## config.mk

```make
export PLATFORM = sky130hd
export DESIGN_NAME = pipe_stage
export DESIGN_NICKNAME = d
export VERILOG_FILES = /design/src/rtl/pipe_stage_pkg.sv /design/src/rtl/pipe_stage_slot.sv /design/src/rtl/pipe_stage.sv
export SDC_FILE = /design/constraint.sdc
export NUM_CORES = 1
export LEC_CHECK = 0
export ABC_AREA = 0
export CORE_UTILIZATION = 52
export CTS_CLUSTER_SIZE = 12
export DETAILED_ROUTE_END_ITERATION = 12
export PLACE_DENSITY = 0.84
export SYNTH_ARGS = -nofsm -noshare
export SYNTH_HDL_FRONTEND = slang
export SYNTH_SLANG_ARGS = --single-unit
```

## constraint.sdc

```tcl
create_clock -name clk -period 5.65 [get_ports clk]
set_input_delay 1.13 -clock clk [delete_from_list [all_inputs] [get_ports clk]]
set_output_delay 1.13 -clock clk [all_outputs]
set_load 0.02 [all_outputs]
```

## src/rtl/pipe_stage_pkg.sv

```systemverilog
// Shared ID/EX payload layout and bubble encoding for the pipeline-stage slice.
// Field offsets here must stay in sync with the decoder that packs the payload.
package pipe_stage_pkg;

    localparam int ALUOP_W   = 8;
    localparam int ALUSEL_W  = 3;
    localparam int REGADDR_W = 5;

    localparam int ALUOP_LSB  = 0;
    localparam int ALUSEL_LSB = ALUOP_LSB + ALUOP_W;
    localparam int REG1_LSB   = ALUSEL_LSB + ALUSEL_W;
    localparam int REG2_LSB   = REG1_LSB + REGADDR_W;
    localparam int WD_LSB     = REG2_LSB + REGADDR_W;
    localparam int WREG_LSB   = WD_LSB + REGADDR_W;
    localparam int PAYLOAD_W  = 32;

    localparam logic [ALUOP_W-1:0]   EXE_NOP_OP  = 8'b0000_0000;
    localparam logic [ALUSEL_W-1:0]  EXE_RES_NOP = 3'b000;
    localparam logic [REGADDR_W-1:0] NOPRegAddr  = 5'b00000;

    typedef struct packed {
        logic [PAYLOAD_W-WREG_LSB-2:0] pad;
        logic                          wreg;
        logic [REGADDR_W-1:0]          wd;
        logic [REGADDR_W-1:0]          reg2Addr;
        logic [REGADDR_W-1:0]          reg1Addr;
        logic [ALUSEL_W-1:0]           alusel;
        logic [ALUOP_W-1:0]            aluop;
    } idExPayload_t;

    // A bubble is a no-op that reads nothing and writes no register.
    localparam logic [PAYLOAD_W-1:0] NOP_VAL_DEFAULT =
        {5'b00000, 1'b0, NOPRegAddr, NOPRegAddr, NOPRegAddr, EXE_RES_NOP, EXE_NOP_OP};

endpackage

```

## src/rtl/pipe_stage_slot.sv

```systemverilog
// One storage slot of the stage: a valid bit plus payload, refilled with the
// bubble encoding whenever it is cleared or reset.
module pipe_slot #(
    parameter int                 DATA_W  = 32,
    parameter logic [DATA_W-1:0]  NOP_VAL = '0
) (
    input  logic              clk,
    input  logic              rst,
    input  logic              clear_i,
    input  logic              load_i,
    input  logic [DATA_W-1:0] data_i,
    output logic              valid_o,
    output logic [DATA_W-1:0] data_o
);

    logic              valid_q, valid_d;
    logic [DATA_W-1:0] data_q, data_d;

    // Clear wins over load so a flush can never let a payload slip through.
    always_comb begin
        valid_d = valid_q;
        data_d  = data_q;
        if (clear_i) begin
            valid_d = 1'b0;
            data_d  = NOP_VAL;
        end else if (load_i) begin
            valid_d = 1'b1;
            data_d  = data_i;
        end
    end

    always_ff @(posedge clk) begin
        if (rst) begin
            valid_q <= 1'b0;
            data_q  <= NOP_VAL;
        end else begin
            valid_q <= valid_d;
            data_q  <= data_d;
        end
    end

    assign valid_o = valid_q;
    assign data_o  = data_q;

endmodule

```

## src/rtl/pipe_stage.sv

```systemverilog
// Skid-buffered pipeline register with flush and a saturating stall counter.
// in_ready comes straight from the skid flop, so out_ready never reaches it.
module pipe_stage
    import pipe_stage_pkg::*;
#(
    parameter int                DATA_W  = 32,
    parameter logic [DATA_W-1:0] NOP_VAL = DATA_W'(NOP_VAL_DEFAULT),
    parameter int                CNT_W   = 16
) (
    input  logic              clk,
    input  logic              rst,
    input  logic              flush,
    input  logic              in_valid,
    output logic              in_ready,
    input  logic [DATA_W-1:0] in_data,
    output logic              out_valid,
    input  logic              out_ready,
    output logic [DATA_W-1:0] out_data,
    output logic [CNT_W-1:0]  stall_cnt
);

    logic              mainValid, skidValid;
    logic [DATA_W-1:0] mainData, skidData;
    logic              mainAdvance, inXfer;
    logic              mainClear, mainLoad, skidClear, skidLoad;
    logic [DATA_W-1:0] mainLoadData;
    logic [CNT_W-1:0]  stallCnt_q, stallCnt_d;

    assign in_ready    = ~skidValid;
    assign inXfer      = in_valid & in_ready;
    assign mainAdvance = ~mainValid | out_ready;

    // The skid entry is older than anything arriving now, so it refills main first.
    always_comb begin
        mainClear    = flush | (mainAdvance & ~skidValid & ~inXfer);
        mainLoad     = ~flush & mainAdvance & (skidValid | inXfer);
        mainLoadData = skidValid ? skidData : in_data;
        skidClear    = flush | (mainAdvance & skidValid);
        skidLoad     = ~flush & ~mainAdvance & inXfer;
    end

    pipe_slot #(.DATA_W(DATA_W), .NOP_VAL(NOP_VAL)) uMainSlot (
        .clk     (clk),
        .rst     (rst),
        .clear_i (mainClear),
        .load_i  (mainLoad),
        .data_i  (mainLoadData),
        .valid_o (mainValid),
        .data_o  (mainData)
    );

    pipe_slot #(.DATA_W(DATA_W), .NOP_VAL(NOP_VAL)) uSkidSlot (
        .clk     (clk),
        .rst     (rst),
        .clear_i (skidClear),
        .load_i  (skidLoad),
        .data_i  (in_data),
        .valid_o (skidValid),
        .data_o  (skidData)
    );

    always_comb begin
        stallCnt_d = stallCnt_q;
        if (mainValid && !out_ready && !flush && (stallCnt_q != {CNT_W{1'b1}})) begin
            stallCnt_d = stallCnt_q + CNT_W'(1);
        end
    end

    always_ff @(posedge clk) begin
        if (rst) begin
            stallCnt_q <= '0;
        end else begin
            stallCnt_q <= stallCnt_d;
        end
    end

    assign out_valid = mainValid;
    assign out_data  = mainData;
    assign stall_cnt = stallCnt_q;

endmodule

```

==> flow_summary.ini, run 1 <==
[floorplanning]
boundaryPins = 87
fp.dieH_um = 82.9
num_rows = 29
dieArea_sq_um = 6870
start_util = 0.536
coreArea_sq_um = 6350
die_w_um = 82.9

[global_route]
grt.busiest_layer = met2
use_met1 = 0.282
grt.overflow.total = 0
grt_pass1_wl_um = 12500
antenna_found_initial = 0
grtUsageTotal = 0.220
use_met2 = 0.370
grt_pass1_vias = 2684
grt_max_degree = 65
grt.met3_usage = 0.0477

[cells_and_area]
fillers = 481
seq_area_sq_um = 1640
drive_above_1_share = 0.0573
antenna_cells = 0
final_core_util = 0.720
fin_nets = 504
final_cells = 548
multi_input_area_sq_um = 1650
area_growth_pct = 34.3

[worst_setup_path]
worstSetupStartpointType = flop
reg2reg_slack_ps = 2840
arrival_ps = 2230
endpoint_kind = output pin
crit_required_ps = 4520
r2r_cells = 4
critPathKind = reg2out
cpPeakStageDelay_ps = 1040
crit_buf_inv = 2
endpoint = in_ready
critPathLaunch = uSkidSlot.valid_o
critPathSlowestCell = dfxtp_2
crit_chain = inv_1 > clkdlybuf4s50_1
crit_family = flip-flops
cp.depth = 2
r2r_end = uMainSlot.data_o[18]
crit_fanout = 35
r2r_start = uSkidSlot.valid_o

[place]
port_buffers = 86
placed_cells = 532
dp_slack_ps = 2130
hpwlAfterDp_um = 4910
gp_congestion = 0.878

[detailed_routing]
first_pass_iters = 4
drt-initial-drc-count = 167
wl_per_cell_um = 14.1
dr_total_vias = 3033
drtAntennaViolNets = 0
via_per_inst = 5.53
drc = 0
drt-total-wl_um = 7730

[synthesis]
syn_inst = 392
synth.area.top_cells = dfxtp_1 (48%), mux2i_1 (9.4%), nand2_1 (7.9%)
yosys_warnings = 0
synth_seq_cells = 82
ys_async_sr_fraction = 0
yosys.area.top_type_share = 0.482
synth.most_common_cell = dfxtp_1
synth_ff_type = dfxtp_1
syn_avg_cell_area_sq_um = 8.68
synth-edff-count = 0
ys_seq_area_frac = 0.482
synth_nets = 430
synth_area_leader_cell = dfxtp_1
netlist_area_sq_um = 3400
synth_common_cells = dfxtp_1 (82), nand2_1 (72), a21oi_1 (44)
synth_cell_types = 43

[timing]
final_max_slew_viol_count = 0
fmax_mhz = 298
relSlewSlack = 0.192
fin_crit_ps = 3360
setup_ws_ps = 2290
fin_crit_sh = 0.594
rsz0062_at_grt = no
fin_worst_skew_ps = 5.82
final_hold_viol_count = 0
fin_setup_tns_ps = 0
worst_slew_pin_slew_ps = 1210
setup_viol = 0

[clock_tree]
ctsHoldBuffers = 0
cts_tree = done
cts-root-buf = clkbuf_8
clock_path_buffers = 2
clock_sinks = 82
postCtsSetupBuffers = 0
htree_num_levels = 3
cts.repair.resized = 0
clock_latency_ps = 340
numCtsBuffers = 9
clk_pin_slew_ps = 80

[outcome]
status = finished, final reports clean

[power_and_ir_drop]
power_density_nw_per_um2 = 277
vdd_drop_max_mv = 0.185
leakage_nw = 1.45
p_total_mw = 1.27

[run]
drv_cap = 0

[hold_path]
hold_class = reg2reg
[area by class of cell]
cell class	count	share of cell area
multi-input cells	278	0.360
clock inverters	5	0.0328
flip-flops and latches	82	0.359
clock buffers	11	0.0287
well taps	77	0.0211
repair buffers	89	0.193
inverters	6	0.00493
[cell families after synthesis]
family / after synthesis / share of synthesized area
xor+xnor: 1 / 0.00257
compound gates: 93 / 0.170
fa+ha+maj: 1 / 0.00368
flops: 82 / 0.482
buf+inv: 32 / 0.0375
mux: 34 / 0.101
simple gates: 149 / 0.203
[state kept, by name, indices dropped and copies added (netlist names)]
register / count
uSkidSlot.valid_o: 1
uMainSlot.valid_o: 1
uMainSlot.data_o: 32
uSkidSlot.data_o: 32
stall_cnt: 16
[per-layer routing]
metal / vias up / wire length (um)
met5: - / 0
met4: 0 / 116
met3: 11 / 387
met2: 88 / 3790
met1: 1400 / 3430
li1: 1534 / -
[worst min-delay path by stage]
stage | startpoint | cells past startpoint | end
after floorplan | uSkidSlot.data_o[0] | 2 | uSkidSlot.data_o[0]
after CTS | uSkidSlot.data_o[21] | 2 | uSkidSlot.data_o[21]
final | uSkidSlot.data_o[18] | 2 | uSkidSlot.data_o[18]
after global routing | uSkidSlot.data_o[21] | 2 | uSkidSlot.data_o[21]
after global placement | uSkidSlot.data_o[8] | 2 | uSkidSlot.data_o[8]
after detailed placement | uSkidSlot.data_o[4] | 2 | uSkidSlot.data_o[4]
[worst reg2reg max path, delay by kind of cell (launching register included)]
family	cells	cell delay (ps)
compound gates	2	840
simple gates	2	830
flops	1	1040
[report_power, final]
part / total (mW) / internal (mW) / leakage [nW] / switching (mW)
sequential: 0.588 / 0.583 / 0.662 / 0.00420
clock: 0.588 / 0.384 / 0.138 / 0.204
combinational: 0.0896 / 0.0440 / 0.653 / 0.0456
[layout by cell type, fill, tap and decap left out, types with 6 or more instances in the layout]
| cell | Yosys | layout |
|---|---|---|
| a211oi_1 | 32 | 32 |
| inv_1 | 6 | 6 |
| clkdlybuf4s50_1 | 0 | 86 |
| nor2_1 | 38 | 37 |
| clkbuf_8 | 0 | 9 |
| dfxtp_1 | 82 | 81 |
| a21oi_1 | 44 | 44 |
| nand2_1 | 72 | 72 |
| nand4_1 | 6 | 6 |
| mux2i_1 | 32 | 32 |
[stage by stage]
stage | hold WS [ps] | area [sq um]
global placement | 441 | 4290
CTS | 457 | 4570
floorplan | 436 | 3400
global route | 468 | 4570
finish | 454 | 4570
detailed placement | 446 | 4290
Power figures use the tool's default switching activity.
==> run 2, diff against run 1 <==
CORE_UTILIZATION = 49   (was 52)
PLACE_DENSITY = 0.8   (was 0.84)
clock period = 3.4 ns   (was 5.65 ns; I/O delays follow)
==> run 2 against run 1 <==
Against the previous run:
- die area increased by 6.0%
- worst setup slack got worse by 1500 ps
- register-to-register slack got worse by 1600 ps
- critical path depth increased by 3
- largest power group unchanged
- highest routed layer unchanged
==> flow_summary.ini, run 2 (same netlist as run 1, synthesis figures left out) <==
[outcome]
status = finished, final reports clean

[worst_setup_path]
endpoint_kind = flop
arrival_ps = 2860
critPathKind = in2reg
crit_fanout = 9
worstSetupStartpointType = input port
crit_required_ps = 3630

[power_and_ir_drop]
p_total_mw = 1.87
power_density_nw_per_um2 = 412
leakage_nw = 1.45
vdd_drop_max_mv = 0.239

[detailed_routing]
drtAntennaViolNets = 0
via_per_inst = 5.49
dr_total_vias = 3040
wl_per_cell_um = 14.2
drt-initial-drc-count = 95
drc = 0
drt-total-wl_um = 7870
first_pass_iters = 4

[clock_tree]
clock_sinks = 82
numCtsBuffers = 9
clk_pin_slew_ps = 80
clock_path_buffers = 2
postCtsSetupBuffers = 0
clock_latency_ps = 340
cts-root-buf = clkbuf_8
cts_tree = done
htree_num_levels = 3
cts.repair.resized = 0
ctsHoldBuffers = 0

[cells_and_area]
layout_commonest_cell = clkdlybuf4s50_1
drive_above_1_share = 0.0654
fin_nets = 509
layout_common_cells = clkdlybuf4s50_1 (86), dfxtp_1 (81), nand2_1 (72)
area_growth_pct = 33.7
antenna_cells = 0
final_core_util = 0.674

[timing]
worst_slew_pin_slew_ps = 967
final_hold_viol_count = 0
rsz0062_at_grt = no
fin_crit_sh = 0.773
fmax_mhz = 381
fin_crit_ps = 2630
setup_viol = 0
fin_worst_skew_ps = 6.96
relSlewSlack = 0.355
setup_ws_ps = 772
final_max_slew_viol_count = 0
fin_setup_tns_ps = 0
whs_ps = 456

[floorplanning]
die_w_um = 85.3
boundaryPins = 87
start_util = 0.504
coreArea_sq_um = 6760
fp.dieH_um = 85.3
num_rows = 30
dieArea_sq_um = 7280

[place]
hpwlAfterDp_um = 5230
port_buffers = 86
dp_slack_ps = 427
gp_congestion = 0.845

[global_route]
grt_max_degree = 44
grt.overflow.total = 0
grt_pass1_vias = 2939
grtUsageTotal = 0.226
antenna_found_initial = 0
grt_pass1_wl_um = 13200

[hold_path]
hold_class = reg2reg

[run]
drv_cap = 0
-- run 2: final cells by class --
cell class | count | area [sq um]
timing repair buffer | 94 | 933
clock inverter | 3 | 65.1
sequential | 82 | 1640
inverter | 6 | 22.5
tap | 80 | 100
multi-input combinational | 278 | 1650
clock buffer | 11 | 141
fill | 579 | 2210
-- run 2: through the flow --
step / instance area (sq um) / instances
3_3_place_gp: 4340 / 540
5_1_grt: 4550 / 554
6_report: 4550 / 554
4_1_cts: 4550 / 554
2_1_floorplan: 3400 / 392
3_5_place_dp: 4340 / 540
-- run 2: path summary, 6_finish.rpt --
path	startpoint	endpoint	slack [ps]	cells after the start
worst max-delay path	flush	stall_cnt[15]	770	5
worst min-delay path	uSkidSlot.data_o[11]	uSkidSlot.data_o[11]	460	2
worst max register to register	uMainSlot.valid_o	stall_cnt[15]	1240	4
worst min register to register	uSkidSlot.data_o[11]	uSkidSlot.data_o[11]	460	2
-- run 2: power by group --
part | internal [mW] | switching, mW | leakage (nW)
sequential | 0.970 | 0.00570 | 0.662
clock | 0.425 | 0.321 | 0.105
combinational | 0.0759 | 0.0776 | 0.682
total | 1.47 | 0.404 | 1.45
-- run 2: critical path: stages --
cell and delay, ps:
clkdlybuf4s50_1 460, or3b_1 530, or4_1 560, nor4b_2 290
mux2_1 340
-- run 2: layer usage --
layer | GRT usage | vias to the layer above | wire length [um]
li1 | - | 1546 | -
met1 | 0.271 | 1407 | 3490
met2 | 0.391 | 73 | 3930
met3 | 0.0486 | 14 | 329
met4 | 0.0970 | 0 | 134
met5 | 0 | - | 0
==> run 3, diff against run 2 <==
CORE_UTILIZATION = 44   (was 49)
PLACE_DENSITY = 0.76   (was 0.8)
clock period = 2.37 ns   (was 3.4 ns; I/O delays follow)
==> run 3 against run 2 <==
Against the previous run:
- final cell count is 5.8% higher
- die area is 11% higher
- wire length is 2.6% higher
- largest power group unchanged
- critical endpoint unchanged
==> flow_summary.ini, run 3 (same netlist as run 1, synthesis figures left out) <==
[clock_tree]
ctsHoldBuffers = 0
cts_tree = done
clock_sinks = 82
cts.repair.resized = 0
numCtsBuffers = 9
cts-root-buf = clkbuf_8
clock_path_buffers = 2
clock_latency_ps = 350
clk_pin_slew_ps = 80
htree_num_levels = 3
postCtsSetupBuffers = 0

[timing]
relSlewSlack = 0.611
fin_setup_tns_ps = 0
whs_ps = 455
fin_crit_sh = 0.952
final_max_slew_viol_count = 0
rsz0062_at_grt = no
worst_slew_pin_slew_ps = 580
fmax_mhz = 443
final_hold_viol_count = 0
setup_viol = 0
fin_crit_ps = 2260
fin_worst_skew_ps = 10.5

[power_and_ir_drop]
leakage_nw = 1.50
vdd_drop_max_mv = 0.281
power_density_nw_per_um2 = 568
p_total_mw = 2.66

[detailed_routing]
wl_per_cell_um = 13.8
dr_total_vias = 3131
via_per_inst = 5.34
first_pass_iters = 4
drc = 0
drt-total-wl_um = 8080
drt-initial-drc-count = 136
drtAntennaViolNets = 0

[worst_setup_path]
critPathSlowestCell = or4_1
cpPeakStageDelay_ps = 540
worstSetupStartpointType = input port
crit_family = simple AND/OR/NAND/NOR gates
arrival_ps = 2490
crit_chain = clkdlybuf4s50_1 > or3b_1 > or4_1 > nor4b_2 > mux2_1
crit_buf_inv = 1
crit_fanout = 3
crit_required_ps = 2610
endpoint_kind = flop
critPathKind = in2reg

[cells_and_area]
final_core_util = 0.635
antenna_cells = 0
fillers = 636
area_growth_pct = 37.5
layout_common_cells = clkdlybuf4s50_1 (86), dfxtp_1 (81), nand2_1 (72)
layout_commonest_cell = clkdlybuf4s50_1
drive_above_1_share = 0.0903
final_cells = 586
fin_nets = 520

[global_route]
grt.overflow.total = 0
antenna_found_initial = 0
grt_pass1_wl_um = 13600
grtUsageTotal = 0.208
grt_max_degree = 41
grt_pass1_vias = 2948

[outcome]
status = finished, final reports clean

[run]
drv_cap = 0

[place]
gp_congestion = 0.820
port_buffers = 86
hpwlAfterDp_um = 5440
placed_cells = 570

[floorplanning]
boundaryPins = 87
dieArea_sq_um = 8090
fp.dieH_um = 89.9
die_w_um = 89.9
start_util = 0.462
coreArea_sq_um = 7370
num_rows = 31

[hold_path]
hold_class = reg2reg
## run 3: cell types whose count changed in the layout (fill, tap and decap cells not counted)
cell        before  now
buf_12           1    3
clkinv_4         0    1
bufinv_16        2    1
clkinvlp_4       0    2
clkinv_2         1    0
buf_4            7   16
inv_6            0    1
## run 3: path summary, 6_finish.rpt
kind | start | endpoint | slack [ps] | depth (start not counted)
setup / recovery | out_ready | stall_cnt[15] | 110 | 5
hold / removal | uSkidSlot.data_o[20] | uSkidSlot.data_o[20] | 460 | 2
setup reg to reg | uMainSlot.valid_o | stall_cnt[15] | 300 | 4
hold reg to reg | uSkidSlot.data_o[20] | uSkidSlot.data_o[20] | 460 | 2
## run 3: worst register-to-register path, delay by kind of cell (launching register included)
| family | cells | cell delay [ps] |
|---|---|---|
| flip-flops | 1 | 370 |
| AND/OR/NAND/NOR | 3 | 1260 |
| multiplexers | 1 | 340 |
## run 3: layout make-up
| class | count | area (sq um) | share of cell area |
|---|---|---|---|
| flip-flops and latches | 82 | 1640 | 0.351 |
| inverters | 6 | 22.5 | 0.00481 |
| clock inverters | 5 | 62.6 | 0.0134 |
| clock buffers | 11 | 141 | 0.0302 |
| repair buffers | 105 | 1040 | 0.222 |
| multi-input cells | 278 | 1650 | 0.352 |
| well taps | 99 | 124 | 0.0265 |
## run 3: metal layers
metal,up-vias,track usage,wire length (um)
met5,-,0,0
met3,10,0.0389,288
met2,66,0.358,4040
li1,1567,-,-
met4,0,0.0874,121
met1,1488,0.255,3630
## run 3: where the power goes
part / leakage [nW] / total, mW / switching, mW / internal (mW)
clock: 0.0962 / 1.03 / 0.507 / 0.522
sequential: 0.662 / 1.40 / 0.00823 / 1.39
combinational: 0.743 / 0.231 / 0.114 / 0.117
total: 1.50 / 2.66 / 0.629 / 2.03
## run 3: per-stage QoR
stage / cell area [sq um] / setup slack, ps
6_report: 4680 / 115
5_1_grt: 4680 / 64.8
4_1_cts: 4680 / 123
3_5_place_dp: 4480 / -245
3_3_place_gp: 4480 / -216
2_1_floorplan: 3400 / 165
